--- src/rtl/key_pkg.sv ---
// Shared types and constants for the push-button debounce block.
package key_pkg;

    typedef enum logic [1:0] {
        IDLE       = 2'd0,
        PRESS_DB   = 2'd1,
        HELD       = 2'd2,
        RELEASE_DB = 2'd3
    } key_state_t;

    localparam int KEY_CNT_W = 16;

    localparam int DEF_TICK_DIV     = 50000;
    localparam int DEF_DB_TICKS     = 20;
    localparam int DEF_REPEAT_DELAY = 500;
    localparam int DEF_REPEAT_RATE  = 100;

    function automatic logic [KEY_CNT_W-1:0] sat_inc(input logic [KEY_CNT_W-1:0] v);
        return (&v) ? v : v + {{(KEY_CNT_W-1){1'b0}}, 1'b1};
    endfunction

endpackage

--- src/rtl/key_debounce_if.sv ---
// Raw key pins in, debounced levels and event pulses out.
interface key_debounce_if #(parameter int NUM_KEYS = 4);

    logic [NUM_KEYS-1:0] KEY_RAW;
    logic [NUM_KEYS-1:0] KEY_LEVEL;
    logic [NUM_KEYS-1:0] KEY_PRESS;
    logic [NUM_KEYS-1:0] KEY_RELEASE;
    logic [NUM_KEYS-1:0] KEY_REPEAT;
    logic                KEY_ANY;

    modport master (
        output KEY_RAW,
        input  KEY_LEVEL, KEY_PRESS, KEY_RELEASE, KEY_REPEAT, KEY_ANY
    );

    modport slave (
        input  KEY_RAW,
        output KEY_LEVEL, KEY_PRESS, KEY_RELEASE, KEY_REPEAT, KEY_ANY
    );

endinterface

--- src/rtl/key_debounce_ch.sv ---
// One key channel: 2-flop synchroniser, polarity fix and debounce/repeat FSM.
module key_debounce_ch
    import key_pkg::*;
#(
    parameter bit ACTIVE_LOW   = 1'b1,
    parameter int DB_TICKS     = DEF_DB_TICKS,
    parameter int REPEAT_DELAY = DEF_REPEAT_DELAY,
    parameter int REPEAT_RATE  = DEF_REPEAT_RATE
) (
    input  logic clk,
    input  logic rst_n,
    input  logic tick,
    input  logic raw,
    output logic key_level,
    output logic press_pulse,
    output logic release_pulse,
    output logic repeat_pulse
);

    localparam logic                 IDLE_LVL   = ACTIVE_LOW;
    localparam logic [KEY_CNT_W-1:0] DB_LAST    = KEY_CNT_W'(DB_TICKS - 1);
    localparam logic [KEY_CNT_W-1:0] REP_LAST   = KEY_CNT_W'(REPEAT_DELAY - 1);
    localparam logic [KEY_CNT_W-1:0] REP_RELOAD = KEY_CNT_W'(REPEAT_DELAY - REPEAT_RATE);
    localparam bit                   REP_EN     = (REPEAT_DELAY != 0);

    logic                 sync1;
    logic                 sync2;
    logic                 act;
    key_state_t           state;
    logic [KEY_CNT_W-1:0] cnt;

    always_ff @(posedge clk or negedge rst_n) begin
        if (!rst_n) begin
            sync1 <= IDLE_LVL;
            sync2 <= IDLE_LVL;
        end else begin
            sync1 <= raw;
            sync2 <= sync1;
        end
    end

    assign act = ACTIVE_LOW ? ~sync2 : sync2;

    // An input change outranks a simultaneous tick, so act is tested before tick.
    always_ff @(posedge clk or negedge rst_n) begin
        if (!rst_n) begin
            state         <= IDLE;
            cnt           <= '0;
            key_level     <= 1'b0;
            press_pulse   <= 1'b0;
            release_pulse <= 1'b0;
            repeat_pulse  <= 1'b0;
        end else begin
            press_pulse   <= 1'b0;
            release_pulse <= 1'b0;
            repeat_pulse  <= 1'b0;
            case (state)
                IDLE: begin
                    if (act) begin
                        state <= PRESS_DB;
                        cnt   <= '0;
                    end
                end
                PRESS_DB: begin
                    if (!act) begin
                        state <= IDLE;
                    end else if (tick) begin
                        if (cnt == DB_LAST) begin
                            state       <= HELD;
                            key_level   <= 1'b1;
                            press_pulse <= 1'b1;
                            cnt         <= '0;
                        end else begin
                            cnt <= sat_inc(cnt);
                        end
                    end
                end
                HELD: begin
                    if (!act) begin
                        state <= RELEASE_DB;
                        cnt   <= '0;
                    end else if (tick) begin
                        if (REP_EN && cnt == REP_LAST) begin
                            repeat_pulse <= 1'b1;
                            cnt          <= REP_RELOAD;
                        end else begin
                            cnt <= sat_inc(cnt);
                        end
                    end
                end
                RELEASE_DB: begin
                    if (act) begin
                        state <= HELD;
                        cnt   <= '0;
                    end else if (tick) begin
                        if (cnt == DB_LAST) begin
                            state         <= IDLE;
                            key_level     <= 1'b0;
                            release_pulse <= 1'b1;
                        end else begin
                            cnt <= sat_inc(cnt);
                        end
                    end
                end
                default: state <= IDLE;
            endcase
        end
    end

endmodule

--- src/rtl/key_debounce.sv ---
// Debounce top: shared tick prescaler feeding one FSM channel per key.
module key_debounce
    import key_pkg::*;
#(
    parameter int NUM_KEYS     = 4,
    parameter bit ACTIVE_LOW   = 1'b1,
    parameter int TICK_DIV     = DEF_TICK_DIV,
    parameter int DB_TICKS     = DEF_DB_TICKS,
    parameter int REPEAT_DELAY = DEF_REPEAT_DELAY,
    parameter int REPEAT_RATE  = DEF_REPEAT_RATE
) (
    input  logic          PCLK,
    input  logic          PRESETn,
    key_debounce_if.slave bus
);

    localparam int             DIV_W    = $clog2(TICK_DIV);
    localparam logic [DIV_W-1:0] DIV_LAST = DIV_W'(TICK_DIV - 1);

    logic [DIV_W-1:0]    div_cnt;
    logic                tick;
    wire  [NUM_KEYS-1:0] level_vec;
    wire  [NUM_KEYS-1:0] press_vec;
    wire  [NUM_KEYS-1:0] release_vec;
    wire  [NUM_KEYS-1:0] repeat_vec;

    assign tick = (div_cnt == DIV_LAST);

    always_ff @(posedge PCLK or negedge PRESETn) begin
        if (!PRESETn) begin
            div_cnt <= '0;
        end else if (tick) begin
            div_cnt <= '0;
        end else begin
            div_cnt <= div_cnt + 1'b1;
        end
    end

    for (genvar i = 0; i < NUM_KEYS; i++) begin : g_ch
        key_debounce_ch #(
            .ACTIVE_LOW   (ACTIVE_LOW),
            .DB_TICKS     (DB_TICKS),
            .REPEAT_DELAY (REPEAT_DELAY),
            .REPEAT_RATE  (REPEAT_RATE)
        ) u_ch (
            .clk           (PCLK),
            .rst_n         (PRESETn),
            .tick          (tick),
            .raw           (bus.KEY_RAW[i]),
            .key_level     (level_vec[i]),
            .press_pulse   (press_vec[i]),
            .release_pulse (release_vec[i]),
            .repeat_pulse  (repeat_vec[i])
        );
    end

    assign bus.KEY_LEVEL   = level_vec;
    assign bus.KEY_PRESS   = press_vec;
    assign bus.KEY_RELEASE = release_vec;
    assign bus.KEY_REPEAT  = repeat_vec;
    assign bus.KEY_ANY     = |level_vec;

endmodule

--- src/flat_wrapper.sv ---
// flat-port wrapper written by rule: the top's interface ports become plain ports
module key_debounce_flat import key_pkg::*;
#(
    parameter int NUM_KEYS     = 4,
    parameter bit ACTIVE_LOW   = 1'b1,
    parameter int TICK_DIV     = DEF_TICK_DIV,
    parameter int DB_TICKS     = DEF_DB_TICKS,
    parameter int REPEAT_DELAY = DEF_REPEAT_DELAY,
    parameter int REPEAT_RATE  = DEF_REPEAT_RATE
)
  (PCLK, PRESETn, bus_KEY_RAW, bus_KEY_LEVEL, bus_KEY_PRESS, bus_KEY_RELEASE, bus_KEY_REPEAT, bus_KEY_ANY);
  key_debounce_if #(.NUM_KEYS(NUM_KEYS)) bus_i ();
  input  logic PCLK;
  input  logic PRESETn;
  input wire logic [$bits(bus_i.KEY_RAW)-1:0] bus_KEY_RAW;
  output wire logic [$bits(bus_i.KEY_LEVEL)-1:0] bus_KEY_LEVEL;
  output wire logic [$bits(bus_i.KEY_PRESS)-1:0] bus_KEY_PRESS;
  output wire logic [$bits(bus_i.KEY_RELEASE)-1:0] bus_KEY_RELEASE;
  output wire logic [$bits(bus_i.KEY_REPEAT)-1:0] bus_KEY_REPEAT;
  output wire logic [$bits(bus_i.KEY_ANY)-1:0] bus_KEY_ANY;
  assign bus_i.KEY_RAW = bus_KEY_RAW;
  assign bus_KEY_LEVEL = bus_i.KEY_LEVEL;
  assign bus_KEY_PRESS = bus_i.KEY_PRESS;
  assign bus_KEY_RELEASE = bus_i.KEY_RELEASE;
  assign bus_KEY_REPEAT = bus_i.KEY_REPEAT;
  assign bus_KEY_ANY = bus_i.KEY_ANY;
  key_debounce #(.NUM_KEYS(NUM_KEYS), .ACTIVE_LOW(ACTIVE_LOW), .TICK_DIV(TICK_DIV), .DB_TICKS(DB_TICKS), .REPEAT_DELAY(REPEAT_DELAY), .REPEAT_RATE(REPEAT_RATE)) u_core (.PCLK(PCLK), .PRESETn(PRESETn), .bus(bus_i));
endmodule
--- config.mk ---
export PLATFORM = sky130hd
export DESIGN_NAME = key_debounce_flat
export DESIGN_NICKNAME = d
export VERILOG_FILES = /design/src/rtl/key_pkg.sv /design/src/rtl/key_debounce_if.sv /design/src/rtl/key_debounce_ch.sv /design/src/rtl/key_debounce.sv /design/src/flat_wrapper.sv
export SDC_FILE = /design/constraint.sdc
export NUM_CORES = 1
export LEC_CHECK = 0
export ABC_CLOCK_PERIOD_IN_PS = 2250
export CAP_MARGIN = 0
export CORE_MARGIN = 1
export CORE_UTILIZATION = 56
export DETAILED_ROUTE_END_ITERATION = 8
export PLACE_DENSITY = 0.77
export RECOVER_POWER = 50
export SYNTH_ARGS = -nofsm -noshare
export SYNTH_HDL_FRONTEND = slang
export SYNTH_SLANG_ARGS = --single-unit
--- constraint.sdc ---
create_clock -name PCLK -period 2.25 [get_ports PCLK]
set_clock_uncertainty 0.1 [all_clocks]
set_input_delay 0.3375 -clock PCLK [delete_from_list [all_inputs] [get_ports PCLK]]
set_output_delay 0.3375 -clock PCLK [all_outputs]
set_load 0.02 [all_outputs]
Word-level counts from Yosys, hierarchy flattened
Cells that the tools add are included.
Widths: inputs -> output; s select.
{ "word_totals": {"regBits": 112, "latch_bits": 0, "ram_bits": 0, "rom_bits": 0, "in_bits": 6, "out_inout_bits": 17, "word_cells": 293, "memories": 0} }
{ "classes": {"n_addsub": 5, "multipliers": 0, "div_mod_pow": 0, "magnitude_cmp": 0, "eq_ne": 77, "shifts": 0, "mux": 153, "bitwise_logic": 0, "reduce_logical": 25} }
{ "op_table": {"columns": ["op", "count"], "rows": [
  ["$mux 16", 45],
  ["$pmux 16 s4", 4],
  ["$add 16x1->16 const B", 5],
  ["$eq 16x5->1 const B", 4],
  ["$eq 16x9->1 const B", 4],
  ["$mux 1", 64],
  ["$mux 2", 32],
  ["$reduce_and 16->1", 4],
  ["$ne 2x2->1 const B", 26],
  ["$reduce_and 6->1", 8],
  ["$ne 3x3->1 const B", 15],
  ["$pmux 2 s4", 4],
  ["$reduce_and 7->1", 4],
  ["$ne 3x2->1 const B", 9],
  ["$eq 16x16->1 const B", 1],
  ["$eq 2x2->1 const B", 8],
  ["$ne 2x1->1 const B", 6],
  ["$eq 2x1->1 const B", 4],
  ["$logic_not 2->1", 4],
  ["$pmux 1 s2", 4],
  ["$reduce_bool 2->1", 4],
  ["$reduce_or 4->1", 1]
]} }

Depth between registers and ports, before layout
Gate-level depths: netlist of run 1.
{ "logic_depth": {"word_depth": 6, "ltp_mapped": 8, "mapped_depth_nobuf": 7} }

Hierarchy
From an unflattened synthesis of run 1, not the netlist that was laid out.
{ "unflattened": {"hier_cells": 673, "area_unflattened_um2": 6656.4} }
{ "by_module_without_submodules": {"columns": ["module", "instances", "cells_per_inst", "area_each_um2", "seq_area_each_um2"], "rows": [
  ["key_debounce_ch at u_core.g_ch[0].u_ch ...", 2, 145, 1420.1, 603.1],
  ["key_debounce_ch at u_core.g_ch[3].u_ch", 1, 165, 1577.8, 603.1],
  ["key_debounce_ch at u_core.g_ch[2].u_ch", 1, 150, 1477.7, 603.1],
  ["key_debounce", 1, 68, 760.7, 400.4]
]} }

Least setup slack after synthesis of run 1
OpenSTA, ideal clock, no wires.
{ "synth_timing": {"path_type": "reg2reg", "start": "reg u_core.div_cnt[11]", "end": "reg u_core.g_ch[3].u_ch.cnt[12]", "setup_ns": 0.129, "t_arrival_ns": 2.159, "required_time_ns": 2.021, "path_slack_ns": -0.138, "stages_incl_launch_ff": 8, "path_buffers": 1, "synth_period_minus_slack_ns": 2.388, "path_cell_list": "dfrtp_1 > or4b_2 > nor4_4 > buf_6 > a21oi_2 > a311o_1 > o21ai_4 > nor3_2"} }
{ "synth_via": {"elab_chain_cells": 3, "word_cells_on_any_way": 5, "cone_classes": "eq/ne (4); reduce/logical (1)"} }
{ "synth_lines": {"columns": ["item", "line_no", "rtl"], "rows": [
  ["start: declaration", "key_debounce.sv:20", "logic [DIV_W-1:0] div_cnt;"],
  ["start signal: assignment", "key_debounce.sv:35", "div_cnt <= div_cnt + 1'b1;"],
  ["$eq 16x16->1 *", "key_debounce.sv:27", "assign tick = (div_cnt == DIV_LAST);"],
  ["$ne 3x2->1 (no source line) / $ne 2x1->1 (equally long branches)", null, null],
  ["$reduce_and 6->1 (no source line) *", null, null],
  ["end signal: assignment", "key_debounce_ch.sv:74", "cnt <= sat_inc(cnt);"],
  ["end signal: assignment", "key_debounce_ch.sv:87", "cnt <= sat_inc(cnt);"],
  ["end signal: assignment", "key_debounce_ch.sv:101", "cnt <= sat_inc(cnt);"],
  ["end: declaration", "key_debounce_ch.sv:30", "logic [KEY_CNT_W-1:0] cnt;"]
]} }
Every way passes the cells marked *; elsewhere a longest branch is shown, timed or not.
A chain may end at the register's enable or synchronous reset.

Worst setup path in the final report of run 1
{ "layout_timing": {"start": "reg u_core.div_cnt[13]", "end": "reg u_core.g_ch[0].u_ch.cnt[5]"} }
{ "layout_via": {"elab_chain_cells": 3, "word_cells_on_any_way": 5, "cone_classes": "eq/ne (4); reduce/logical (1)"} }
{ "layout_lines": {"columns": ["item", "line_no"], "rows": [
  ["$eq 16x16->1 *", "key_debounce.sv:27"],
  ["$ne 3x3->1 (no source line) / $ne 2x2->1 (equally long branches)", null],
  ["$reduce_and 6->1 (no source line) *", null],
  ["end signal: assignment", "key_debounce_ch.sv:74"],
  ["end signal: assignment", "key_debounce_ch.sv:87"],
  ["end signal: assignment", "key_debounce_ch.sv:101"],
  ["end: declaration", "key_debounce_ch.sv:30"]
]} }
Marks and branches as above.

==> metrics.log, run 1 <==
INFO  metric outcome = complete, but fails checks
INFO  metric violations_in_the_final_reports = negative setup slack
INFO  metric timing.critical_path.buf_inv = 3
INFO  metric finalSetupViolations = 54
INFO  metric grt_start_max_net_pins = 42
INFO  metric clock_tree_from_tritoncts = yes
INFO  metric power.static_leakage = 0.00366 uW
INFO  metric fin_util = about four fifths
INFO  metric num_vias = 6495
INFO  metric synth_sequential_area_ratio = ~44%
INFO  metric crit_chain = or4bb_4, nor4_4, buf_6, buf_12, buf_12, a211o_1, and3_4, o21bai_1, o211ai_1
INFO  metric yosys_register_bits = roughly 110
INFO  metric post_route_cells_drive_above_1_share = between 30% and 40%
INFO  metric detailedRoute.firstIterationViolations = between 700 and 800
INFO  metric synth-async-reset-ratio = 100%
INFO  metric wl_per_cell = about 21 um
INFO  metric slowest_delay = between 0.5 and 0.6 ns
INFO  metric dieHeight = 109 um
INFO  metric finish.instance_area = between 8000 and 9000 um2
INFO  metric max-clock-path-buffers = 2
INFO  metric synth_xor_xnor_area_share = slightly above 5%
INFO  metric post-route-period-util = 111%
INFO  metric worst_relative_slew_slack = 40.4%
INFO  metric critical_path.most_common_cell = buf_12
INFO  metric number_of_antenna_violations_at_the_first_check_in_global_routing = 0
INFO  metric rsz_0062_raised_after_global_routing = true
INFO  metric yosys.area.top_type_share = between 40% and 50%
INFO  metric end_kind = register
INFO  metric clock_insertion_delay_worst_skew = 0.36 ns
INFO  metric floorplan.initialDensity = between 50% and 60%
INFO  metric mux_contribution_to_synthesized_area = around 1.1%
INFO  metric synth_top_family_by_area = simple AND/OR/NAND/NOR gates
INFO  metric simple_gate_share_of_the_synthesized_area = between 20% and 30%
INFO  metric coreArea = around 11000 um2
INFO  metric clock_sinks = 112
INFO  metric min-delay-path-class = register to register
INFO  metric syn_area = roughly 6400 um2
INFO  metric post_dp_cell_area = ~7600 um2
INFO  metric max_freq = 399 MHz
INFO  metric dpl.hpwl = about 12 mm
INFO  metric vdd.ir_drop.worst = 0.492 mV
INFO  metric via_per_inst = approximately 6.6
INFO  metric yosysUniqueCellTypes = 73
INFO  metric power_density = 513 nW/um2
INFO  metric timing.final.hold_violations = 0
INFO  metric yosys_warnings = 0
INFO  metric crit_path_start_kind = register
INFO  metric dieWidth = approximately 110 um
INFO  metric first_pass_grt_wire_length = 29.3 mm
INFO  metric synthTopCellsByArea = dfrtp_1 41%, nor2_1 4.5%, xor2_1 3.7%
INFO  metric post-route-worst-setup-slack = -0.257 ns
INFO  metric timing.max_cap.violations = 0
INFO  metric syn_nets = 702
INFO  metric cp_slowest_cell = or4bb_4
INFO  metric yosys.area.top_type = dfrtp_1
INFO  metric final_period_minus_worst_setup_slack = around 2.5 ns
INFO  metric worst-setup-path-type = register to register
INFO  metric mean_syn_cell_area = just over 9 um2
INFO  metric insertedDiodeCount = 0
INFO  metric num_cts_buffers = 9
INFO  metric detail_route.drc_violations = 0
INFO  metric postRouteAntennaNets = 0
INFO  metric clock_tree.root_cell = clkbuf_16
INFO  metric vias_in_the_first_global_route = 6086
INFO  metric htree_num_levels = 3
INFO  metric place_congestion = between 0.9 and 1
INFO  metric grt_util_all_layers = between 30% and 40%
INFO  metric grt_overflow_total = 0
INFO  metric cp.arrival = about 2.6 ns
INFO  metric synth_compound_area_share = approximately 17%
INFO  metric synth_edf_count = 0
INFO  metric pin_count = 23
INFO  metric mostFrequentLayoutCell = buf_4
INFO  metric die_area = approximately 12000 um2
INFO  metric timing_worst_slew_pin_value = between 0.8 and 0.9 ns
INFO  metric clk_pin_slew_worst_paths = approximately 0.080 ns
INFO  metric routed_wirelength = around 21 mm
INFO  metric final_max_slew_viol_count = 0
INFO  metric core.rowCount = 38
INFO  metric crit_path_max_fanout = 6
INFO  metric port_buf_inserts = 22
INFO  metric crit_family = simple AND/OR/NAND/NOR gates
INFO  metric netlist_instances = 691
INFO  metric drt_first_pass_iters = 6
INFO  metric yosys.area_share.adder = 0.981%
INFO  metric timing.critical_path.required = about 2.4 ns
INFO  metric finish.net_count = approximately 860
INFO  metric synthFlopType = dfrtp_1
INFO  metric synthToLayoutAreaGrowth = 38.6%
INFO  metric most-common-layout-cells = 119 x buf_4, 103 x dfrtp_1, 59 x nor2_1, 55 x nand2_1, 34 x nand3_1
==> synth_stat cells (7+ instances only) <==
cell type,instances
nor4_1,11
and3_1,17
mux2i_1,7
or3_1,12
dfstp_2,8
nor3_1,23
nand2_1,57
o21ai_0,42
nand4_1,20
nor2_1,76
nand2b_1,8
nand3_1,38
and2_1,9
dfrtp_1,104
xnor2_1,10
xor2_1,27
or4_1,7
inv_1,18
buf_4,16
a21oi_1,39
clkbuf_1,16
==> metal layers <==
metal  global-route usage (%)  up-vias  wire (um)
li1                         -     2816          -
met1                     38.7     3212       8080
met2                     55.4      382      10700
met3                     6.10       85       1360
met4                     13.2        0        672
met5                        0        -          0
==> through the flow <==
step | hold slack [ns] | worst slack [ns] | setup TNS, ns | total power (uW) | std cells
global route | 0.262 | -0.308 | -11.75 | 4690 | 988
finish | 0.260 | -0.257 | -8.48 | 4540 | 988
global placement | 0.229 | -0.0939 | -0.957 | 2520 | 939
detailed placement | 0.232 | -0.180 | -4.08 | 2550 | 939
floorplan | -0.0581 | -0.0418 | -0.589 | 2320 | 691
CTS | 0.257 | -0.152 | -4.25 | 4440 | 971
==> power breakdown <==
part | internal [uW] | total [uW] | switching [uW]
registers | 2070 | 2130 | 62.6
logic | 266 | 535 | 269
clock network | 1110 | 1870 | 755
total | 3450 | 4540 | 1090
==> area by class of cell <==
class	count	area, um2
fill	589	2140
tap	140	175
timing repair buffer	176	1530
multi-input combinational	527	3910
inverter	18	67.6
sequential	112	2810
clock buffer	10	239
clock inverter	5	105
==> worst paths after layout <==
kind / slack, ns / endpoint / cells past startpoint / start
min: 0.26 / u_core.g_ch[3].u_ch.sync2 / 0 / u_core.g_ch[3].u_ch.sync1
min in group asynchronous: 0.54 / u_core.g_ch[0].u_ch.cnt[14] / 2 / PRESETn
max in group asynchronous: 0.34 / u_core.g_ch[1].u_ch.cnt[2] / 3 / PRESETn
max: -0.26 / u_core.g_ch[0].u_ch.cnt[5] / 9 / u_core.div_cnt[13]
max reg2reg: -0.26 / u_core.g_ch[0].u_ch.cnt[5] / 9 / u_core.div_cnt[13]
min reg2reg: 0.26 / u_core.g_ch[3].u_ch.sync2 / 0 / u_core.g_ch[3].u_ch.sync1
==> state kept, by name (all words and copies together), names as in the netlist, named ones only <==
signal	count
u_core.g_ch.u_ch.press_pulse	4
u_core.g_ch.u_ch.sync2	4
u_core.g_ch.u_ch.sync1	4
u_core.div_cnt	16
u_core.g_ch.u_ch.repeat_pulse	4
u_core.g_ch.u_ch.key_level	4
u_core.g_ch.u_ch.cnt	64
u_core.g_ch.u_ch.state	4
u_core.g_ch.u_ch.release_pulse	4
==> what timing repair did <==
item	4_1_cts	5_1_grt
pin swaps	31	37
gates cloned	2	0
setup endpoints to repair	55	71
setup buffers	15	19
hold buffers	1	0
gates resized for setup	70	100
hold endpoints to repair	32	0
==> kinds of logic (layout without fill, tap and decap cells) <==
| group | after synthesis | after routing |
|---|---|---|
| xor+xnor | 37 | 37 |
| buf+inv | 53 | 209 |
| flops | 112 | 112 |
| simple gates | 323 | 323 |
| compound gates | 154 | 155 |
| mux | 7 | 7 |
| fa+ha+maj | 5 | 5 |
Power figures use the tool's default switching activity.
==> run 2: changes to the inputs <==
CORE_MARGIN = 1.5   (was 1)
==> run 2 against run 1 <==
- the flow still finishes with violations (negative setup slack)
- critical path type unchanged
- first-iteration DRC count shrank 24%
- worst hold slack lost 0.0039 ns
- sequential power is essentially flat
==> metrics.log, run 2 (same netlist as run 1, synthesis figures left out) <==
INFO  metric outcome = complete, but fails checks
INFO  metric violations_in_the_final_reports = negative setup slack
INFO  metric num-fill-cells = 640
INFO  metric worst_relative_slew_slack = a little under a quarter
INFO  metric dpl.hpwl = 11.7 mm
INFO  metric grt_start_max_net_pins = 46
INFO  metric worst-setup-path-type = register to register
INFO  metric vias_in_the_first_global_route = approximately 6000
INFO  metric multi_input_comb_area = ~3900 um2
INFO  metric die_area = ~12000 um2
INFO  metric min-delay-path-class = register to register
INFO  metric min_path_cells = 0
INFO  metric floorplan.initialDensity = between 50% and 60%
INFO  metric vdd.ir_drop.worst = 0.668 mV
INFO  metric final_period_minus_worst_setup_slack = around 2.4 ns
INFO  metric finalSetupViolations = 51
INFO  metric power.static_leakage = 0.00363 uW
INFO  metric met3_usage = under 10%
INFO  metric first_pass_grt_wire_length = 28.1 mm
INFO  metric timing.critical_path.required = roughly 2.4 ns
INFO  metric grt_util_all_layers = approximately 30%
INFO  metric crit_path_max_fanout = 6
INFO  metric drt_first_pass_iters = 5
INFO  metric grt_overflow_total = 0
INFO  metric dieHeight = 110 um
INFO  metric routed_wirelength = between 15 and 20 mm
INFO  metric layout_top_registers = u_core.g_ch.u_ch.cnt x64, u_core.div_cnt x16
INFO  metric largest_reg_flops = 64
INFO  metric post_route_cells_drive_above_1_share = between 30 and 40%
INFO  metric fin_util = between 70% and 80%
INFO  metric mostFrequentLayoutCell = buf_4
INFO  metric detail_route.drc_violations = 0
INFO  metric max-clock-path-buffers = 2
INFO  metric busiest_layer_in_global_routing = met2
INFO  metric pre_cts_slack = -0.148 ns
INFO  metric placedCellCount = 944
INFO  metric htree_num_levels = 3
INFO  metric dieWidth = 110 um
INFO  metric finish.net_count = roughly 850
INFO  metric clock_insertion_delay_worst_skew = 0.36 ns
INFO  metric final_max_slew_viol_count = 0
INFO  metric most-common-layout-cells = 129 x buf_4, 101 x dfrtp_1, 68 x nor2_1, 55 x nand2_1, 34 x nand3_1
INFO  metric stdcell_count = 985
INFO  metric post-route-period-util = 108%
INFO  metric clock_tree_from_tritoncts = yes
INFO  metric setup-tns-final = -5.23 ns
INFO  metric post-route-worst-setup-slack = -0.180 ns
INFO  metric power_density = between 500 and 600 nW/um2
INFO  metric insertedDiodeCount = 0
INFO  metric clk_pin_slew_worst_paths = around 0.07 ns
INFO  metric num_cts_buffers = 9
INFO  metric via_per_inst = roughly 6.2
INFO  metric coreArea = approximately 11000 um2
INFO  metric worst_r2r_path_depth = 7
INFO  metric place_congestion = between 0.9 and 1
INFO  metric regMostFlops = u_core.g_ch.u_ch.cnt
INFO  metric clock_sinks = between 100 and 150
INFO  metric synthToLayoutAreaGrowth = 36.2%
INFO  metric rsz_0062_raised_after_global_routing = true
INFO  metric grt.met2_usage = between 40% and 50%
INFO  metric timing.max_cap.violations = 0
INFO  metric crit_path_start_kind = register
INFO  metric port_buf_inserts = 22
INFO  metric num_vias = ~6200
INFO  metric detailedRoute.firstIterationViolations = between 500 and 600
INFO  metric timing_worst_slew_pin_value = 1.15 ns
INFO  metric pin_count = 23
INFO  metric finalPower = approximately 4400 uW
INFO  metric clock_tree.root_cell = clkbuf_16
INFO  metric number_of_antenna_violations_at_the_first_check_in_global_routing = 0
INFO  metric groute.layer.met1.usage = 37.6%
INFO  metric timing.final.hold_violations = 0
INFO  metric max_freq = 411 MHz
INFO  metric cp.arrival = between 2 and 3 ns
INFO  metric core.rowCount = 38
INFO  metric postRouteAntennaNets = 0
INFO  metric layout.area.seq = 2820 um2
INFO  metric end_kind = register
INFO  metric wl_per_cell = around 19 um
==> run 2: cell count changes in the layout (fill, tap and decap cells not counted), sizes merged <==
cell | before | now
buf | 149 | 147
bufinv | 3 | 2
clkinv | 0 | 1
clkinvlp | 2 | 1
==> run 2: path summary, 6_finish.rpt <==
kind                                      startpoint                          end  slack [ns]
max in group asynchronous                    PRESETn   u_core.g_ch[0].u_ch.cnt[6]        0.28
hold / removal             u_core.g_ch[3].u_ch.sync1    u_core.g_ch[3].u_ch.sync2        0.26
setup reg to reg                  u_core.div_cnt[11]   u_core.g_ch[0].u_ch.cnt[5]       -0.18
min in group asynchronous                    PRESETn  u_core.g_ch[0].u_ch.cnt[12]        0.63
hold reg to reg            u_core.g_ch[3].u_ch.sync1    u_core.g_ch[3].u_ch.sync2        0.26
setup / recovery                  u_core.div_cnt[11]   u_core.g_ch[0].u_ch.cnt[5]       -0.18
==> run 2: cell type report <==
cell class	instances	share of cell area [%]
sequential	112	32.4
inverter	18	0.778
multi-input combinational	527	44.5
clock buffer	12	2.95
clock inverter	4	0.879
timing repair buffer	172	16.4
tap	140	2.02
==> run 2: through the flow <==
stage	hold slack, ns	instance area, um2
after floorplan	-0.0581	6430
after global placement	0.247	7610
after detailed placement	0.247	7610
after CTS	0.257	8210
after global routing	0.266	8690
final	0.256	8690
==> run 2: timing repair <==
| action | CTS | global route |
|---|---|---|
| gates resized for setup | 43 | 100 |
| hold endpoints to repair | 38 | 0 |
| cloned | 1 | 0 |
| pin swaps | 23 | 36 |
| hold buffers | 1 | 0 |
| setup endpoints to repair | 62 | 70 |
| setup buffers | 13 | 10 |
==> run 2: metal layers <==
metal / vias to the layer above / wire length (um)
li1: 2804 / -
met1: 3057 / 7550
met2: 248 / 9480
met3: 43 / 957
met4: 0 / 385
met5: - / 0
==> run 2: critical path: stages, from the launching register on <==
cell and delay (ns):
dfrtp_1 0.43, nor4b_4 0.31, buf_4 0.18, nand4_1 0.15
o31ai_4 0.42, o21ai_4 0.12, or4_1 0.53, o211ai_1 0.11
==> run 2: power by group <==
group	internal [uW]	switching, uW	total (uW)
Clock	1040	756	1800
Combinational	255	257	511
Sequential	2070	53.4	2120
==> run 3: changes to the inputs <==
CAP_MARGIN = unset   (was 0)
==> results of run 3 <==
Final layout, timing and power as in run 2 (identical DEF).
